**src/rtl/pulse_cmd_ctrl_if.sv**
```systemverilog
// UART byte-side bundle for pulse_cmd_ctrl: receive strobe/byte/error, transmit handshake
// and the UART reset pulse. The slave modport is the command controller, the master the UART.
interface pulse_cmd_ctrl_if;
    logic       rx_valid;
    logic [7:0] rx_byte;
    logic       rx_error;
    logic       tx_ready;
    logic       tx_valid;
    logic [7:0] tx_byte;
    logic       uart_rst;

    modport master (
        output rx_valid, rx_byte, rx_error, tx_ready,
        input  tx_valid, tx_byte, uart_rst
    );

    modport slave (
        input  rx_valid, rx_byte, rx_error, tx_ready,
        output tx_valid, tx_byte, uart_rst
    );
endinterface

```
**src/rtl/pulse_cmd_ctrl.sv**
```systemverilog
// Command sequencer: assembles CR/NL frames from the UART, decodes them into pulse_logic config
// writes and answers with one byte. Define PULSE_CMD_TIMEOUT_EN to add the idle-timeout discard.
module pulse_cmd_ctrl #(
    parameter int BYTES      = 16,
    parameter int COUNT_BITS = 32,
    parameter int CH_LOG2    = 3,
    parameter int ED_MAX     = 32,
    parameter int TIMEOUT    = 50_000_000,
    localparam int CH_MAX    = 1 << CH_LOG2,
    localparam int ED_BITS   = 2 * COUNT_BITS + CH_LOG2 + 1,
    localparam int AW        = $clog2(ED_MAX)
) (
    input  logic                  sys_clk,
    input  logic                  rst_n,
    pulse_cmd_ctrl_if.slave       uart,
    output logic [CH_MAX-1:0]     state0,
    output logic [COUNT_BITS-1:0] period,
    output logic [COUNT_BITS-1:0] outer_period,
    output logic                  ed_we,
    output logic [AW-1:0]         ed_addr,
    output logic [ED_BITS-1:0]    ed_data,
    output logic                  logic_reset
);
    localparam int PW = $clog2(BYTES);
    localparam int CW = PW + 1;

    localparam logic [7:0] OP_STATE0 = 8'd1;
    localparam logic [7:0] OP_PER    = 8'd2;
    localparam logic [7:0] OP_OUTER  = 8'd3;
    localparam logic [7:0] OP_ED     = 8'd4;
    localparam logic [7:0] OP_CLEAR  = 8'd5;
    localparam logic [7:0] OP_PRINT  = 8'd6;
    localparam logic [7:0] NAK       = 8'h15;
    localparam logic [7:0] CHAR_CR   = 8'h0D;
    localparam logic [7:0] CHAR_NL   = 8'h0A;

    typedef enum logic [2:0] {RECV, EXEC, CLEAR, RST, RESP} state_t;

    state_t                state_q;
    logic [7:0]            frame_q [BYTES];
    logic [CW-1:0]         cnt_q;
    logic [7:0]            last_q;
    logic [7:0]            tx_byte_q;
    logic                  uart_rst_q;
    logic                  is_term;
    logic                  ed_ok;
    logic                  tmo_fire;
    logic                  discard;
    logic                  store;
    logic                  clear_frame;
    logic [COUNT_BITS-1:0] count_field;
    logic [ED_BITS-1:0]    edge_field;

    assign uart.tx_byte  = tx_byte_q;
    assign uart.uart_rst = uart_rst_q;
    // Combinational so the strobe can never appear while the transmitter is busy.
    assign uart.tx_valid = (state_q == RESP) && uart.tx_ready;

    // Little-endian fields: the byte right after the opcode/index carries the LSBs.
    always_comb begin
        count_field = '0;
        for (int unsigned b = 0; b < COUNT_BITS; b++) begin
            count_field[b] = frame_q[1 + b / 8][b % 8];
        end
        edge_field = '0;
        for (int unsigned b = 0; b < ED_BITS; b++) begin
            edge_field[b] = frame_q[2 + b / 8][b % 8];
        end
    end

    always_comb begin
        is_term     = uart.rx_valid && (last_q == CHAR_CR) && (uart.rx_byte == CHAR_NL);
        ed_ok       = (frame_q[0] == OP_ED) && (int'(frame_q[1]) < ED_MAX);
        discard     = 1'b0;
        if (state_q == RECV) begin
            if (uart.rx_error) begin
                discard = 1'b1;
            end else if (uart.rx_valid) begin
                discard = !is_term && (cnt_q == CW'(BYTES));
            end else begin
                discard = tmo_fire;
            end
        end
        store       = (state_q == RECV) && uart.rx_valid && !uart.rx_error && !is_term
                      && (cnt_q != CW'(BYTES));
        clear_frame = discard || ((state_q == RESP) && uart.tx_ready);
    end

`ifdef PULSE_CMD_TIMEOUT_EN
    localparam int TW = $clog2(TIMEOUT + 1);
    logic [TW-1:0] tmo_q;

    always_ff @(posedge sys_clk or negedge rst_n) begin
        if (!rst_n) begin
            tmo_q <= TW'(TIMEOUT);
        end else if ((state_q == RECV) && uart.rx_valid) begin
            tmo_q <= TW'(TIMEOUT);
        end else if ((cnt_q != '0) && (tmo_q != '0)) begin
            tmo_q <= tmo_q - TW'(1);
        end
    end

    assign tmo_fire = (state_q == RECV) && (cnt_q != '0) && (tmo_q == '0);
`else
    // TIMEOUT only matters when the idle counter is built in; here it can never fire.
    assign tmo_fire = (TIMEOUT < 0);
`endif

    always_ff @(posedge sys_clk or negedge rst_n) begin
        if (!rst_n) begin
            frame_q <= '{default: '0};
            cnt_q   <= '0;
            last_q  <= '0;
        end else if (clear_frame) begin
            frame_q <= '{default: '0};
            cnt_q   <= '0;
            last_q  <= '0;
        end else if (store) begin
            frame_q[cnt_q[PW-1:0]] <= uart.rx_byte;
            cnt_q                  <= cnt_q + CW'(1);
            last_q                 <= uart.rx_byte;
        end
    end

    always_ff @(posedge sys_clk or negedge rst_n) begin
        if (!rst_n) begin
            state_q      <= RECV;
            state0       <= '0;
            period       <= '0;
            outer_period <= COUNT_BITS'(1);
            ed_we        <= 1'b0;
            ed_addr      <= '0;
            ed_data      <= '0;
            logic_reset  <= 1'b0;
            tx_byte_q    <= '0;
            uart_rst_q   <= 1'b0;
        end else begin
            ed_we       <= 1'b0;
            logic_reset <= 1'b0;
            uart_rst_q  <= 1'b0;
            case (state_q)
                RECV: begin
                    if (discard) begin
                        uart_rst_q <= 1'b1;
                    end else if (is_term && !uart.rx_error) begin
                        state_q <= EXEC;
                        // Edge write is issued on the terminator edge so ed_we lands in EXEC.
                        if (ed_ok) begin
                            ed_we   <= 1'b1;
                            ed_addr <= frame_q[1][AW-1:0];
                            ed_data <= edge_field;
                        end
                    end
                end
                EXEC: begin
                    tx_byte_q <= frame_q[0];
                    case (frame_q[0])
                        OP_STATE0: state0       <= frame_q[1][CH_MAX-1:0];
                        OP_PER:    period       <= count_field;
                        OP_OUTER:  outer_period <= count_field;
                        OP_ED:     if (!ed_ok) tx_byte_q <= NAK;
                        OP_CLEAR, OP_PRINT: ;
                        default:   tx_byte_q <= NAK;
                    endcase
                    if (ed_ok) begin
                        logic_reset <= 1'b1;
                        state_q     <= RST;
                    end else if (frame_q[0] == OP_CLEAR) begin
                        ed_we   <= 1'b1;
                        ed_addr <= '0;
                        ed_data <= '0;
                        state_q <= CLEAR;
                    end else begin
                        state_q <= RESP;
                    end
                end
                CLEAR: begin
                    if (ed_addr == AW'(ED_MAX - 1)) begin
                        logic_reset <= 1'b1;
                        state_q     <= RST;
                    end else begin
                        ed_we   <= 1'b1;
                        ed_addr <= ed_addr + AW'(1);
                    end
                end
                RST: state_q <= RESP;
                RESP: if (uart.tx_ready) state_q <= RECV;
                default: state_q <= RECV;
            endcase
        end
    end
endmodule

```
**src/flat_wrapper.sv**
```systemverilog
// flat-port wrapper written by rule: the top's interface ports become plain ports
module pulse_cmd_ctrl_flat 
#(
    parameter int BYTES      = 16,
    parameter int COUNT_BITS = 32,
    parameter int CH_LOG2    = 3,
    parameter int ED_MAX     = 32,
    parameter int TIMEOUT    = 50_000_000,
    localparam int CH_MAX    = 1 << CH_LOG2,
    localparam int ED_BITS   = 2 * COUNT_BITS + CH_LOG2 + 1,
    localparam int AW        = $clog2(ED_MAX)
)
  (sys_clk, rst_n, state0, period, outer_period, ed_we, ed_addr, ed_data, logic_reset, uart_rx_valid, uart_rx_byte, uart_rx_error, uart_tx_ready, uart_tx_valid, uart_tx_byte, uart_uart_rst);
  pulse_cmd_ctrl_if uart_i ();
  input  logic sys_clk;
  input  logic rst_n;
  output logic [CH_MAX-1:0] state0;
  output logic [COUNT_BITS-1:0] period;
  output logic [COUNT_BITS-1:0] outer_period;
  output logic ed_we;
  output logic [AW-1:0] ed_addr;
  output logic [ED_BITS-1:0] ed_data;
  output logic logic_reset;
  input wire logic [$bits(uart_i.rx_valid)-1:0] uart_rx_valid;
  input wire logic [$bits(uart_i.rx_byte)-1:0] uart_rx_byte;
  input wire logic [$bits(uart_i.rx_error)-1:0] uart_rx_error;
  input wire logic [$bits(uart_i.tx_ready)-1:0] uart_tx_ready;
  output wire logic [$bits(uart_i.tx_valid)-1:0] uart_tx_valid;
  output wire logic [$bits(uart_i.tx_byte)-1:0] uart_tx_byte;
  output wire logic [$bits(uart_i.uart_rst)-1:0] uart_uart_rst;
  assign uart_i.rx_valid = uart_rx_valid;
  assign uart_i.rx_byte = uart_rx_byte;
  assign uart_i.rx_error = uart_rx_error;
  assign uart_i.tx_ready = uart_tx_ready;
  assign uart_tx_valid = uart_i.tx_valid;
  assign uart_tx_byte = uart_i.tx_byte;
  assign uart_uart_rst = uart_i.uart_rst;
  pulse_cmd_ctrl #(.BYTES(BYTES), .COUNT_BITS(COUNT_BITS), .CH_LOG2(CH_LOG2), .ED_MAX(ED_MAX), .TIMEOUT(TIMEOUT)) u_core (.sys_clk(sys_clk), .rst_n(rst_n), .uart(uart_i), .state0(state0), .period(period), .outer_period(outer_period), .ed_we(ed_we), .ed_addr(ed_addr), .ed_data(ed_data), .logic_reset(logic_reset));
endmodule
```
**config.mk**
```make
export PLATFORM = sky130hd
export DESIGN_NAME = pulse_cmd_ctrl_flat
export DESIGN_NICKNAME = d
export VERILOG_FILES = /design/src/rtl/pulse_cmd_ctrl_if.sv /design/src/rtl/pulse_cmd_ctrl.sv /design/src/flat_wrapper.sv
export SDC_FILE = /design/constraint.sdc
export NUM_CORES = 1
export LEC_CHECK = 0
export ABC_AREA = 1
export CORE_MARGIN = 2
export CORE_UTILIZATION = 35
export CTS_CLUSTER_SIZE = 25
export DETAILED_ROUTE_END_ITERATION = 10
export GPL_TIMING_DRIVEN = 0
export PLACE_DENSITY = 0.65
export REMOVE_ABC_BUFFERS = 1
export SETUP_SLACK_MARGIN = 0.15
export SLEW_MARGIN = 20
export SYNTH_ARGS = -nofsm -noshare
export SYNTH_HDL_FRONTEND = slang
export SYNTH_SLANG_ARGS = --single-unit
```
**constraint.sdc**
```tcl
create_clock -name sys_clk -period 2.9 [get_ports sys_clk]
set_input_delay 0.29 -clock sys_clk [delete_from_list [all_inputs] [get_ports sys_clk]]
set_output_delay 0.29 -clock sys_clk [all_outputs]
set_load 0.1 [all_outputs]
```
==> metrics.yaml <==
run_status: "finished clean"
antenna_found_initial: 1
tns_ps: 0
period_share: 0.893
hp-class: "in2async"
dieArea_um2: 33300
root_buffer: "clkbuf_16"
dp_hpwl_um: 19900
portBuffers: 169
via_per_inst: 5.05
drc_errors: 0
clk_pin_slew_worst_paths_ps: 70
peakVddDrop_uv: 592
n_antenna_cell: 0
fillers: 2995
routabilityCongestion: 0.794
ioPinCount: 170
core_um2: 31500
overflow: 0
rsz0062_at_grt: "true"
maxCapViolCount: 0
cp_slowest_cell: "clkdlybuf4s15_2"
start_util: 0.355
yosysWarnings: 0
post_drt_wl_per_cell_um: 16.5
h-tree-depth: 1
cp_top_family: "buffers and inverters"
cts_buffers: 28
ant_nets: 0
maxSlewViolCount: 0
critPathCaptureType: "output pin"
crit_fanout: 17
grt_start_max_net_pins: 94
synth_seq_cells: 256
finalWirelength_um: 30800
grt_pass1_wl_um: 50300
first_global_vias: 9086
startpoint: "u_core.state_q[1]"
die_h_um: 183
arrival_ps: 2300
syn_inst: 1290
leakage_uw: 0.00697
tritoncts: "yes"
via_count: 9405
synth_edf_count: 0
drive_gt1_frac: 0.0711
finalSetupViolCount: 0
syn_to_final_growth_pct: 29.4
power_density_nw_per_um2: 786
clock_skew_ps: 26.2
clk_path_buf_depth: 3
cp_cell_sequence: "inv_1, nand4_1, buf_6, buf_6, inv_1, clkdlybuf4s15_2"
start_kind: "flip-flop"
worst_slew_margin_rel: 0.282
cpPeakStageDelay_ps: 560
crit_required_ps: 2610
row_count: 65
hold_violations: 0
crit-reg2reg-launch: "u_core.cnt_q[0]"
grt_use_total: 0.187
reg2reg_slack_ps: 320
post-route-util: 0.459
chipWidth_um: 183
synthDistinctLibCells: 28
timing.critical_path.buf_inv: 5
clock.fmax_mhz: 386
insertion_delay_ps: 560
yosysSeqAreaShare: 0.574
period_minus_slack_ps: 2590
post_synth.cell_area_avg_um2: 8.65
timing_worst_setup_path_type: "reg2out"
firstDrtPassIters: 5
clock-sinks: 256
synth-async-reset-ratio: 1.00
mappedNetlistArea_um2: 11200
drtIter0Drc: 713
max_slew.worst_pin.slew_ps: 1070
yosys_most_used_dff: "dfrtp_1"
nets: 1460
## registers in the layout (all words and copies together) (netlist names)
name / count
u_core.ed_data: 68
u_core.edge_field: 44
u_core.count_field: 32
u_core.outer_period: 32
u_core.period: 32
u_core.frame_q: 8
u_core.last_q: 8
u_core.state0: 8
u_core.uart.tx_byte: 8
u_core.cnt_q: 5
u_core.ed_addr: 5
u_core.state_q: 3
u_core.ed_we: 1
u_core.logic_reset: 1
u_core.uart.uart_rst: 1
## synthesized netlist by cell type (5+ instances only)
master,n,area share
o21ai_0,80,0.036
nor2_2,5,0.0028
nor2_1,41,0.014
buf_2,21,0.0094
nand3b_1,70,0.047
dfrtp_1,255,0.57
clkbuf_1,37,0.012
nand4_1,104,0.058
buf_1,9,0.0030
nand2_1,510,0.17
ha_1,6,0.0067
nand3_1,31,0.014
inv_2,8,0.0027
inv_1,82,0.028
## cell type report
type	instances	area, um^2	area share
tap	402	503	0.0348
timing repair buffer	196	2110	0.146
clock buffer	37	764	0.0529
multi-input combinational	869	4160	0.288
clock inverter	14	160	0.0111
sequential	256	6410	0.443
inverter	90	338	0.0234
## cell usage in the layout (no fill, tap or decap), drive strengths merged
cell           instances
buf                   27
dfrtp                255
clkdlybuf4s50        167
a2bb2oi                1
o21ai                 80
clkinv                10
nand3                 32
nand3b                70
nand4                104
ha                     6
clkdlybuf4s15          1
or2                    1
dlygate4sd3            1
dfstp                  1
nand2                514
nor3                   3
clkbuf                37
inv                   91
nor2                  50
xor2                   1
o22ai                  2
o31ai                  1
a21oi                  3
bufinv                 3
a31oi                  1
## stage by stage
stage / power, uW / instances / setup WS [ps] / hold WS, ps / instance area (um^2)
global route: 11900 / 1864 / 137 / 318 / 14400
finish: 11400 / 1864 / 309 / 278 / 14400
detailed placement: 7770 / 1807 / -341 / 288 / 13400
global placement: 7320 / 1786 / -9500 / 448 / 13000
floorplan: 6290 / 1215 / -1450 / -5.59 / 10800
CTS: 11400 / 1862 / -7.71 / 294 / 14400
## power breakdown
part / internal [uW] / total, uW / switching, uW
Clock: 2120 / 3600 / 1480
Sequential: 3820 / 4020 / 196
Combinational: 862 / 3730 / 2870
Total: 6810 / 11400 / 4540
## worst paths after layout
kind | end | cells past startpoint
worst max-delay path | uart_tx_valid | 6
worst min-delay path | u_core.uart.tx_byte[3] | 2
worst max register to register | u_core.count_field[9] | 12
worst min register to register | u_core.uart.tx_byte[5] | 2
max in group asynchronous | u_core.outer_period[0] | 4
min in group sys_clk | u_core.uart.tx_byte[5] | 2
## metal layers
metal  global-route usage  vias to the layer above  share of wire
met4               0.0474                        0          0.022
met5                    0                        -              0
met3               0.0257                       50          0.061
met1                0.273                     4570           0.48
li1                     -                     4503              -
met2                0.295                      282           0.44
## logic make-up after synthesis
family	Yosys count	share of synthesized area
and+or+nand+nor	774	0.316
DFF	256	0.574
buffers and inverters	165	0.0619
AOI/OAI and AO/OA	88	0.0403
adders and majority gates	6	0.00672
xor gates and xnor gates	1	0.000785
## timing repair
item                                   in CTS  in global routing
endpoints found under the hold margin      72                  0
buffers inserted                            3                  2
hold buffers                                1                  0
setup endpoints to repair                 134                 88
gates resized for setup                     6                  6
pin swaps                                   3                  2
Note: power is estimated with default switching activity, not from simulation.
